$ cat config.mk
export PLATFORM = sky130hd
export DESIGN_NAME = eth_loopback_composed_line_merger_timing_adapter
export DESIGN_NICKNAME = d
export VERILOG_FILES = /design/src/rtl/eth_loopback_composed_line_merger_timing_adapter.sv
export SDC_FILE = /design/constraint.sdc
export NUM_CORES = 1
export LEC_CHECK = 0
export CAP_MARGIN = 20
export CORE_UTILIZATION = 25
export CTS_BUF_LIST = sky130_fd_sc_hd__clkbuf_4 sky130_fd_sc_hd__clkbuf_8 sky130_fd_sc_hd__clkbuf_16
export CTS_CLUSTER_DIAMETER = 80
export DETAILED_ROUTE_END_ITERATION = 6
export PLACE_DENSITY = 0.49
export SYNTH_ARGS = -nofsm -noshare
export SYNTH_HDL_FRONTEND = slang
export SYNTH_SLANG_ARGS = --single-unit
$ cat constraint.sdc
create_clock -name clk -period 7.2 [get_ports clk]
set_input_delay 1.8 -clock clk [delete_from_list [all_inputs] [get_ports clk]]
set_output_delay 1.8 -clock clk [all_outputs]
set_load 0.01 [all_outputs]
$ cat src/rtl/eth_loopback_composed_line_merger_timing_adapter.sv
`default_nettype none
// ============================================================================
// eth_loopback_composed_line_merger_timing_adapter
// Avalon-ST ready-latency adapter (latency L in, latency 0 out) with skid FIFO.
// Revision: 1.0
// ============================================================================
module eth_loopback_composed_line_merger_timing_adapter #(
    parameter int DATA_WIDTH       = 72,
    parameter int IN_READY_LATENCY = 1,
    parameter int DEPTH            = 4
) (
    input  logic                  clk,
    input  logic                  reset_n,
    input  logic [DATA_WIDTH-1:0] in_data,
    input  logic                  in_valid,
    output logic                  in_ready,
    output logic [DATA_WIDTH-1:0] out_data,
    output logic                  out_valid,
    input  logic                  out_ready,
    output logic                  protocol_err
);
    localparam int L  = IN_READY_LATENCY;
    localparam int PW = (DEPTH > 1) ? $clog2(DEPTH) : 1;
    localparam int CW = $clog2(DEPTH + 1);
    localparam int SW = $clog2(DEPTH + L + 1);

    logic [PW-1:0]         rd_ptr_q, rd_ptr_d;
    logic [PW-1:0]         wr_ptr_q, wr_ptr_d;
    logic [CW-1:0]         count_q, count_d;
    logic [L-1:0]          ready_hist_q, ready_hist_d;
    logic                  err_q, err_d;
    logic                  en_q;
    logic [DATA_WIDTH-1:0] mem_q [DEPTH];
    logic                  grant_now;
    logic                  wr_en;
    logic                  rd_en;
    logic [SW-1:0]         inflight;

    function automatic logic [PW-1:0] ptr_inc(input logic [PW-1:0] p);
        return (p == PW'(DEPTH - 1)) ? '0 : p + PW'(1);
    endfunction

    // Stored beats plus every grant whose beat may still arrive.
    always_comb begin
        inflight = SW'(count_q);
        for (int i = 0; i < L; i++) begin
            inflight = inflight + SW'(ready_hist_q[i]);
        end
    end

    assign in_ready  = en_q && (inflight < SW'(DEPTH));
    assign grant_now = ready_hist_q[L-1];
    assign wr_en     = in_valid && grant_now;
    assign out_valid = (count_q != '0);
    assign rd_en     = out_valid && out_ready;
    assign out_data  = mem_q[rd_ptr_q];
    assign protocol_err = err_q;

    generate
        if (L == 1) begin : g_hist_single
            assign ready_hist_d = in_ready;
        end else begin : g_hist_shift
            assign ready_hist_d = {ready_hist_q[L-2:0], in_ready};
        end
    endgenerate

    always_comb begin
        wr_ptr_d = wr_en ? ptr_inc(wr_ptr_q) : wr_ptr_q;
        rd_ptr_d = rd_en ? ptr_inc(rd_ptr_q) : rd_ptr_q;
        count_d  = count_q + CW'(wr_en) - CW'(rd_en);
        err_d    = err_q || (in_valid && !grant_now);
    end

    // en_q holds in_ready low while reset is asserted and releases it cleanly.
    always_ff @(posedge clk or negedge reset_n) begin
        if (!reset_n) begin
            rd_ptr_q     <= '0;
            wr_ptr_q     <= '0;
            count_q      <= '0;
            ready_hist_q <= '0;
            err_q        <= 1'b0;
            en_q         <= 1'b0;
        end else begin
            rd_ptr_q     <= rd_ptr_d;
            wr_ptr_q     <= wr_ptr_d;
            count_q      <= count_d;
            ready_hist_q <= ready_hist_d;
            err_q        <= err_d;
            en_q         <= 1'b1;
        end
    end

    always_ff @(posedge clk) begin
        if (wr_en) begin
            mem_q[wr_ptr_q] <= in_data;
        end
    end
endmodule
`default_nettype wire
* Yosys cells after proc, flatten, opt, wreduce, memory -nomap -nowiden *
Memories as Yosys holds them, arrays and structs flattened.
Cells that the tools add are included.

storage, ports and cells
  register bits = 10
  RAM bits = 288
  input bits = 76
  output and inout bits = 75
  logic and storage cells = 26
  memories kept = 1

cells by class
  $add $sub $neg = 5
  $lt $le $gt $ge = 1
  eq/ne operators = 2
  mux-type cells = 4
  reductions and logical operators = 7

memories
  name   depth  width  rd ports  clocked after memory_dff  write ports  RTL line  text
  mem_q  4      72     1         0                         1            33        logic [DATA_WIDTH-1:0] mem_q [DEPTH];

operators with widths
  operator                                                       number
  3-bit by 1-bit adder with 3-bit output                         2
  2-bit by 1-bit adder with 2-bit output, second input constant  2
  2-bit equality test, second input constant                     2
  1-bit logical AND                                              4
  2-bit two-way mux                                              2
  3-bit < comparator, second input constant                      1
  3-bit nonzero test                                             1
  3-bit by 1-bit subtractor with 3-bit output                    1
  1-bit two-way mux                                              2
  1-bit logical NOT                                              1
  1-bit logical OR                                               1

* Longest topological paths before layout *
Gate-level depths: netlist (run 1).

  word-level depth = 3
  gate-level depth with buffers = 8
  gate-level depth less buffers = 8

* Worst setup path before layout (run 1) *
OpenSTA, ideal clock, no wires.

  kind = input-to-reg
  from = in in_valid
  to = mem mem_q[0][0] (enable)
  library setup time = 438 ps
  arrival = 3535 ps
  data required time = 6762 ps
  slack = 3227 ps
  stages on the path = 1
  path buffers = 0
  cell sequence = and3_1

between the ends
  longest elaborated chain between the ends = 3

ends and longest elaborated chain
  what                                     RTL line  text
  start: declaration                       15        input logic in_valid,
  1-bit logical AND                        53        assign wr_en = in_valid && grant_now;
  1-bit two-way mux                        94        if (wr_en) begin
  1-bit two-way mux (implied by the code)  95        mem_q[wr_ptr_q] <= in_data;
  end: declaration                         33

Every way passes these cells.

* Final worst setup path (run 1) *
  from = reg rd_ptr_q[0]
  to = out out_data[2]

between the ends
  longest elaborated chain between the ends = 1

ends and longest elaborated chain
  what                      RTL line  text
  start: declaration        27        logic [PW-1:0] rd_ptr_q, rd_ptr_d;
  start signal: assignment  84        rd_ptr_q <= rd_ptr_d;
  memory read 4 x 72 bit    -
  end: declaration          17        output logic [DATA_WIDTH-1:0] out_data,

Every way passes these cells.

==> results of run 1 <==
## final cells by class
cell class	count	area (um^2)	area share, %
sequential	298	8910	63.2
multi-input combinational	100	1900	13.5
timing repair buffer	157	1570	11.1
clock buffer	36	813	5.77
tap	585	732	5.20
clock inverter	20	149	1.06
inverter	7	26.3	0.187
## through the flow
| step | std cells | hold WS (ps) | worst slack, ps | cell area [um^2] | power, mW |
|---|---|---|---|---|---|
| 3_3_place_gp | 1146 | 465 | 2890 | 13100 | 3.68 |
| 6_report | 1203 | 474 | 2430 | 14100 | 5.13 |
| 4_1_cts | 1202 | 472 | 2280 | 14100 | 5.23 |
| 2_1_floorplan | 421 | 493 | 3230 | 10900 | 3.02 |
| 3_5_place_dp | 1146 | 445 | 2910 | 13100 | 3.71 |
| 5_1_grt | 1203 | 514 | 2150 | 14100 | 5.39 |
## where the power goes
part	internal [mW]	switching (mW)
sequential	2.07	0.133
clock	0.873	0.626
combinational	0.848	0.588
total	3.79	1.35
## worst paths after layout
kind,startpoint,endpoint,slack [ps],cells past startpoint
setup reg to reg,count_q[1],count_q[2],4670,8
min in group asynchronous,reset_n,protocol_err,1660,1
setup / recovery,rd_ptr_q[0],out_data[2],2430,3
hold reg to reg,protocol_err,protocol_err,470,1
hold / removal,protocol_err,protocol_err,470,1
max in group asynchronous,reset_n,rd_ptr_q[1],5030,1
## critical path, cell delays in order, from the launching register on
cell             delay, ps
dfrtp_4                740
buf_4                  530
mux4_2                 560
clkdlybuf4s50_1        530
## cells in the mapped netlist (all sizes together)
cell type  number
dfrtp          10
a21boi          1
fa              1
mux4           72
or3             1
inv             7
nand2           1
a31o            1
conb            1
nand4           1
buf            16
a21o            1
o31ai           1
and3            4
nor2            2
edfxtp        288
ha              7
mux2            4
xnor2           2
## sequential cells by signal (all words and copies together) (netlist names)
signal / cells
en_q: 1
protocol_err: 1
mem_q: 288
wr_ptr_q: 2
count_q: 3
grant_now: 1
rd_ptr_q: 2
## routing by layer
metal / routed length (um) / share of wire (%) / vias up
met1: 9260 / 42 / 2568
li1: - / - / 2157
met3: 1260 / 5.7 / 38
met2: 11000 / 50 / 120
met5: 27 / 0.12 / -
met4: 484 / 2.2 / 4
## logic make-up after synthesis
logic type	synth area share, %
compound gates	0.286
xor+xnor	0.160
fa+ha+maj	0.985
buf+inv	1.40
flops	81.4
mux	15.3
other cells	0.0343
simple gates	0.447
==> results.ini, run 1 <==
[status]
outcome = complete, no violations

[cts]
clock-sinks = 298
root_buffer = clkbuf_16
htreeDepth = 1
hold_buffers = 0
post_cts.repair.setup_buffers = 0
cts_tree = yes
ctsResizeCount = 0
cts_buffers = 31
clockBufferDepth = 3
cts.reportedPaths.clkPinSlew_ps = 60
clk_latency_ps = 550

[layout]
final_common_cell = edfxtp_1
num-nets-final = 679
drive_above_1_share_pct = 22.3
fill_cells = 4075
diodes = 0
syn2layout_area_growth_pct = 28.9
final_cell_mix = 288 x edfxtp_1, 150 x clkdlybuf4s50_1, 72 x mux4_2
utilization_pct = 32.7

[routing]
via_count = 4887
antenna_left = 0
dr.pass1.iters = 4
wl_per_cell_um = 18.3
drt_first_iter_violations = 228
drc = 0
totalWireLength_mm = 22.0
vias_per_cell = 4.06

[power]
p_leak_nw = 4.42
peakVddDrop_uv = 173
power_per_cell_area_nw_per_um2 = 364

[floorplan]
core_um2 = 43100
die_area_um2 = 44500
rows = 76
io_pins = 151
start_util_pct = 25.4
floorplan.die.width_um = 211
die_y_um = 211

[worst_setup_path]
crit_type = reg2out
critPathRequiredTime_ps = 5400
end_kind = output pin
path_max_fanout = 26
worstPathArrival_ps = 2970
critPathLaunchType = register

[sta]
fin_crit_sh_pct = 66.3
rsz0062_at_grt = no
tns_ps = 0
drv_slew = 0
setup_viol = 0
worst_pin_slew_ps = 779
hold_viol = 0
layout_min_cycle_time_ps = 4770
max_freq_mhz = 209
slew-limit-headroom_pct = 47.6
clock_skew_ps = 6.58

[synthesis]
synth_area_leader_cell = edfxtp_1
synth_nets = 505
synth_top_area_share_pct = 79.1
synth-seq-cells = 298
netlist_instances = 421
syn_avg_cell_area_um2 = 26.0
synth_top_cells_by_area = edfxtp_1 79%, mux4_2 15%, dfrtp_1 2.3%
yosys_warnings = 0
ys_seq_area_share_pct = 81.4
synthDistinctLibCells = 21
synth_area_um2 = 10900

[global_route]
grt_pass1_wl_mm = 33.4
grt_use_met3_pct = 2.59
grt_max_degree = 75
grt_antenna_before_repair = 2
track_usage_pct = 10.0
overflow = 0
grtUsageMet2_pct = 16.8
grt_pass1_vias = 5539
grt.busiest_layer = met2
gr-usage-met1_pct = 12.6

[placement]
dp_hpwl_mm = 13.3
portBuffers = 150
place.gp.congestion = 0.655

[run]
drv_cap = 0

[worst_hold_path]
hp-class = reg2reg

(Power assumes the default switching activity.)
==> run 2, diff against run 1 <==
Clock period 7.2 ns to 4.69 ns, I/O delays scaled along.
==> run 2 against run 1 <==
Sequential power increased by 53%. Non-clock buffer count increased by 4. Design area increased by 1.7%. Critical path depth unchanged. Count of clock-buffer cells in the layout increased by 10. First-iteration DRC count decreased by 18%. Cell count increased by 0.50%. Utilization increased by 0.57 points. Highest routed layer is now met4.
==> results.ini, run 2 (synthesis results as in run 1) <==
[run]
drv_cap = 0  ; unchanged

[worst_setup_path]
cp_top_family = buffers and inverters
critPathRequiredTime_ps = 3520  ; -1880 ps
worstPathArrival_ps = 2660  ; -310 ps
critPathLaunchType = register
slowest_stage = dfrtp_4
crit_chain = buf_12 -> mux4_2 -> clkdlybuf4s50_1
end_kind = output pin
path_max_fanout = 28  ; +7.7%
max_stage_delay_ps = 720  ; -20 ps
crit_type = reg2out
critPathBufInv = 2  ; unchanged

[cts]
cts_tree = yes
cts_buffers = 34  ; +9.7%
root_buffer = clkbuf_16
htreeDepth = 2  ; +1
clk_latency_ps = 520  ; -30 ps
clockBufferDepth = 3  ; unchanged
ctsResizeCount = 0  ; unchanged
clock-sinks = 298  ; unchanged
post_cts.repair.setup_buffers = 0  ; unchanged
cts.reportedPaths.clkPinSlew_ps = 60  ; about the same
hold_buffers = 0  ; unchanged

[layout]
reg_top3 = mem_q: 288 flops, count_q: 3 flops
final_cell_mix = 288 x edfxtp_1, 150 x clkdlybuf4s50_1, 72 x mux4_2
final_common_cell = edfxtp_1
ff_latch_area_um2 = 8910  ; unchanged
num-nets-final = 686  ; +1.0%
drive_above_1_share_pct = 24.0  ; +1.7 points
diodes = 0  ; unchanged
largest_register_ffs = 288  ; unchanged
fill_cells = 4039  ; -0.88%
final_cells = 1209  ; +0.50%
syn2layout_area_growth_pct = 31.2
multi_input_area_um2 = 1900  ; unchanged
largest-register = mem_q

[sta]
tns_ps = 0  ; unchanged
hold_viol = 0  ; unchanged
setup_viol = 0  ; unchanged
drv_slew = 0  ; unchanged
clock_skew_ps = 18.2  ; +11.6 ps
slew-limit-headroom_pct = 48.3  ; +0.69 points
setup_ws_ps = 859  ; -1570 ps
rsz0062_at_grt = no
layout_min_cycle_time_ps = 3830
max_freq_mhz = 261
worst_pin_slew_ps = 775  ; -3.75 ps
fin_crit_sh_pct = 81.7

[floorplan]
start_util_pct = 25.4  ; unchanged
io_pins = 151  ; unchanged
core_um2 = 43100  ; unchanged
floorplan.die.width_um = 211  ; unchanged
rows = 76  ; unchanged
die_area_um2 = 44500  ; unchanged
die_y_um = 211  ; unchanged

[worst_hold_path]
hp-class = reg2reg

[placement]
portBuffers = 150  ; unchanged
dp_slack_ps = 1320  ; -1590 ps
dpl.cell_count = 1151  ; +0.44%
dp_hpwl_mm = 13.5  ; +1.1%
place.gp.congestion = 0.685  ; +4.5%

[routing]
totalWireLength_mm = 22.5  ; +2.1%
drc = 0  ; unchanged
vias_per_cell = 4.10  ; +1.0%
antenna_left = 0  ; unchanged
drt_first_iter_violations = 188  ; -18%
wl_per_cell_um = 18.6  ; +1.6%
dr.pass1.iters = 4  ; unchanged
via_count = 4962  ; +1.5%

[power]
p_total_mw = 8.30  ; +62%
peakVddDrop_uv = 233  ; +34%
p_leak_nw = 4.54  ; +2.6%
power_per_cell_area_nw_per_um2 = 579  ; +59%

[global_route]
grt_pass1_wl_mm = 34.1  ; +2.0%
grt_antenna_before_repair = 0  ; -2
track_usage_pct = 10.4  ; +0.38 points
grt_max_degree = 73  ; -2.7%
overflow = 0  ; unchanged
grt_pass1_vias = 5670  ; +2.4%

[status]
outcome = complete, no violations

## run 2: layout make-up
cell class / count / share of cell area, %
clock buffer: 46 / 6.82
clock inverter: 12 / 1.04
inverter: 7 / 0.183
multi-input combinational: 100 / 13.2
sequential: 298 / 62.1
tap: 585 / 5.11
timing repair buffer: 161 / 11.5
## run 2: power by group
part | switching (mW) | total [mW] | internal (mW) | leakage, nW
Sequential | 0.199 | 3.37 | 3.17 | 2.72
Combinational | 0.952 | 2.30 | 1.35 | 1.27
Clock | 1.00 | 2.63 | 1.63 | 0.557
## run 2: final timing paths
path | startpoint | to | slack (ps) | cells after the start
worst max-delay path | rd_ptr_q[0] | out_data[23] | 860 | 3
worst min-delay path | protocol_err | protocol_err | 460 | 1
worst max register to register | count_q[0] | count_q[2] | 2340 | 8
worst min register to register | protocol_err | protocol_err | 460 | 1
max in group asynchronous | reset_n | rd_ptr_q[0] | 3380 | 1
min in group asynchronous | reset_n | rd_ptr_q[1] | 960 | 1
## run 2: per-layer routing
| layer | share of wire [%] | GRT usage, % | up-vias |
|---|---|---|---|
| li1 | - | - | 2162 |
| met1 | 43 | 12.7 | 2602 |
| met2 | 49 | 17.1 | 157 |
| met3 | 6.1 | 3.42 | 41 |
| met4 | 2.4 | 3.67 | 0 |
| met5 | 0 | 0 | - |
## run 2: through the flow
stage	hold slack (ps)	utilization, %	instance area, um^2
floorplan	493	-	10900
global placement	440	30.7	13200
detailed placement	453	30.7	13200
CTS	473	33.3	14300
global route	500	33.3	14300
finish	463	33.3	14300
==> run 3, diff against run 2 <==
Settings changed: PLACE_DENSITY 0.49 to 0.5.
Clock period 4.69 ns to 3.4 ns, I/O delays scaled along.
==> run 3 against run 2 <==
Clock power increased by 33%. Critical endpoint is now out_data[42]. Die area unchanged. Flip-flop and latch count unchanged. Worst hold slack gained 33 ps. Sequential share of layout area is 0.18 points lower. Critical path depth up 1. Largest cell class unchanged. Global-route usage fell by 0.35 points. Design area up 0.29%. Routed wire length decreased by 2.6%. Largest power group unchanged. Highest routed layer is now met5. Sequential power increased by 34%. Via count stayed put.
==> results.ini, run 3 (synthesis results as in run 1) <==
[floorplan]
start_util_pct = 25.4  ; unchanged
die_area_um2 = 44500  ; unchanged
die_y_um = 211  ; unchanged
rows = 76  ; unchanged
floorplan.die.width_um = 211  ; unchanged
io_pins = 151  ; unchanged
core_um2 = 43100  ; unchanged

[layout]
final_common_cell = edfxtp_1
utilization_pct = 33.4  ; +0.096 points
syn2layout_area_growth_pct = 31.5
largest_register_ffs = 288  ; unchanged
diodes = 0  ; unchanged
largest-register = mem_q
num-nets-final = 691  ; +0.73%
reg_top3 = mem_q: 288 flops, count_q: 3 flops
drive_above_1_share_pct = 23.7  ; -0.35 points
final_cell_mix = 288 x edfxtp_1, 147 x clkdlybuf4s50_1, 72 x mux4_2

[status]
outcome = complete, no violations

[cts]
htreeDepth = 2  ; unchanged
clockBufferDepth = 3  ; unchanged
cts.reportedPaths.clkPinSlew_ps = 60  ; about the same
cts_buffers = 34  ; unchanged
cts_tree = yes
clk_latency_ps = 520  ; about the same
clock-sinks = 298  ; unchanged
root_buffer = clkbuf_16

[sta]
setup_ws_ps = 140  ; -720 ps
rsz0062_at_grt = no
slew-limit-headroom_pct = 57.4  ; +9.1 points
worst_pin_slew_ps = 639  ; -136 ps
drv_slew = 0  ; unchanged
fin_crit_sh_pct = 95.9
layout_min_cycle_time_ps = 3260
hold_viol = 0  ; unchanged
max_freq_mhz = 307
setup_viol = 0  ; unchanged
clock_skew_ps = 7.01  ; -11.2 ps
hold_slack_ps = 496  ; +32.5 ps

[worst_setup_path]
worstPathArrival_ps = 2410  ; -250 ps
crit_type = reg2out
critPathLaunchType = register
r2r_setup_slack_ps = 1100  ; -1240 ps
critPathRequiredTime_ps = 2550  ; -970 ps
end_kind = output pin
path_max_fanout = 16  ; -43%

[routing]
vias_per_cell = 4.09  ; -0.41%
highest_layer = met5
drc = 0  ; unchanged
totalWireLength_mm = 21.9  ; -2.6%
via_count = 4962  ; unchanged
dr_wl_met2_mm = 10.8  ; -0.70%
dr.pass1.iters = 6  ; +2
drt_first_iter_violations = 261  ; +39%
drt-met1-wl_mm = 9.20  ; -4.5%
dr_wl_met3_mm = 1.32  ; -4.8%
antenna_left = 0  ; unchanged
wl_per_cell_um = 18.0  ; -3.0%

[run]
drv_cap = 0  ; unchanged

[power]
peakVddDrop_uv = 543  ; +130%
p_total_mw = 11.4  ; +37%
p_leak_nw = 4.57  ; +0.77%
power_per_cell_area_nw_per_um2 = 793  ; +37%

[global_route]
grt_pass1_wl_mm = 33.0  ; -3.1%
grt_max_degree = 73  ; unchanged
track_usage_pct = 10.0  ; -0.35 points
grt_pass1_vias = 5553  ; -2.1%
grt_antenna_before_repair = 1  ; +1
overflow = 0  ; unchanged

[worst_hold_path]
hp-class = reg2reg

[placement]
dp_slack_ps = 494  ; -822 ps
portBuffers = 150  ; unchanged
place.gp.congestion = 0.694  ; +1.4%
dp_hpwl_mm = 12.5  ; -6.8%

-- run 3: area by class of cell --
| cell class | instances | area [um^2] |
|---|---|---|
| fill | 4046 | 28700 |
| clock buffer | 44 | 978 |
| clock inverter | 14 | 110 |
| sequential | 298 | 8910 |
| timing repair buffer | 166 | 1730 |
| inverter | 7 | 26.3 |
| multi-input combinational | 100 | 1900 |
| tap | 585 | 732 |
-- run 3: per-layer routing --
layer  track usage [%]  vias up
met2              16.4      147
met1              12.5     2606
met4              3.57        2
li1                  -     2171
met3              3.17       36
met5                 0        -
-- run 3: repair_timing --
item / in CTS / in global routing
resized for setup: 4 / 1
setup endpoints to repair: 10 / 57
hold buffers: 0 / 0
cloned: 0 / 1
setup buffers: 0 / 5
-- run 3: final timing paths --
kind                              start            to  cells after the start
min reg2reg                protocol_err  protocol_err                      1
min                        protocol_err  protocol_err                      1
max                         rd_ptr_q[0]  out_data[42]                      4
max reg2reg                  count_q[1]    count_q[2]                      8
min in group asynchronous       reset_n   wr_ptr_q[0]                      1
max in group asynchronous       reset_n   rd_ptr_q[0]                      1
-- run 3: through the flow --
stage / area [um^2] / setup TNS [ps] / std cells
6_report: 14400 / 0 / 1214
5_1_grt: 14400 / 0 / 1214
4_1_cts: 14300 / -19.8 / 1208
3_5_place_dp: 13200 / 0 / 1150
3_3_place_gp: 13200 / 0 / 1150
2_1_floorplan: 10900 / 0 / 421
-- run 3: where the power goes --
group / switching [mW] / internal [mW] / leakage (nW)
combinational: 1.46 / 1.93 / 1.31
clock: 1.34 / 2.17 / 0.545
sequential: 0.122 / 4.38 / 2.72
-- run 3: worst max-delay path, cell delays in order (launching register included) --
cell	delay [ps]
dfrtp_4	490
buf_12	120
clkbuf_16	210
mux4_2	560
clkdlybuf4s50_1	500
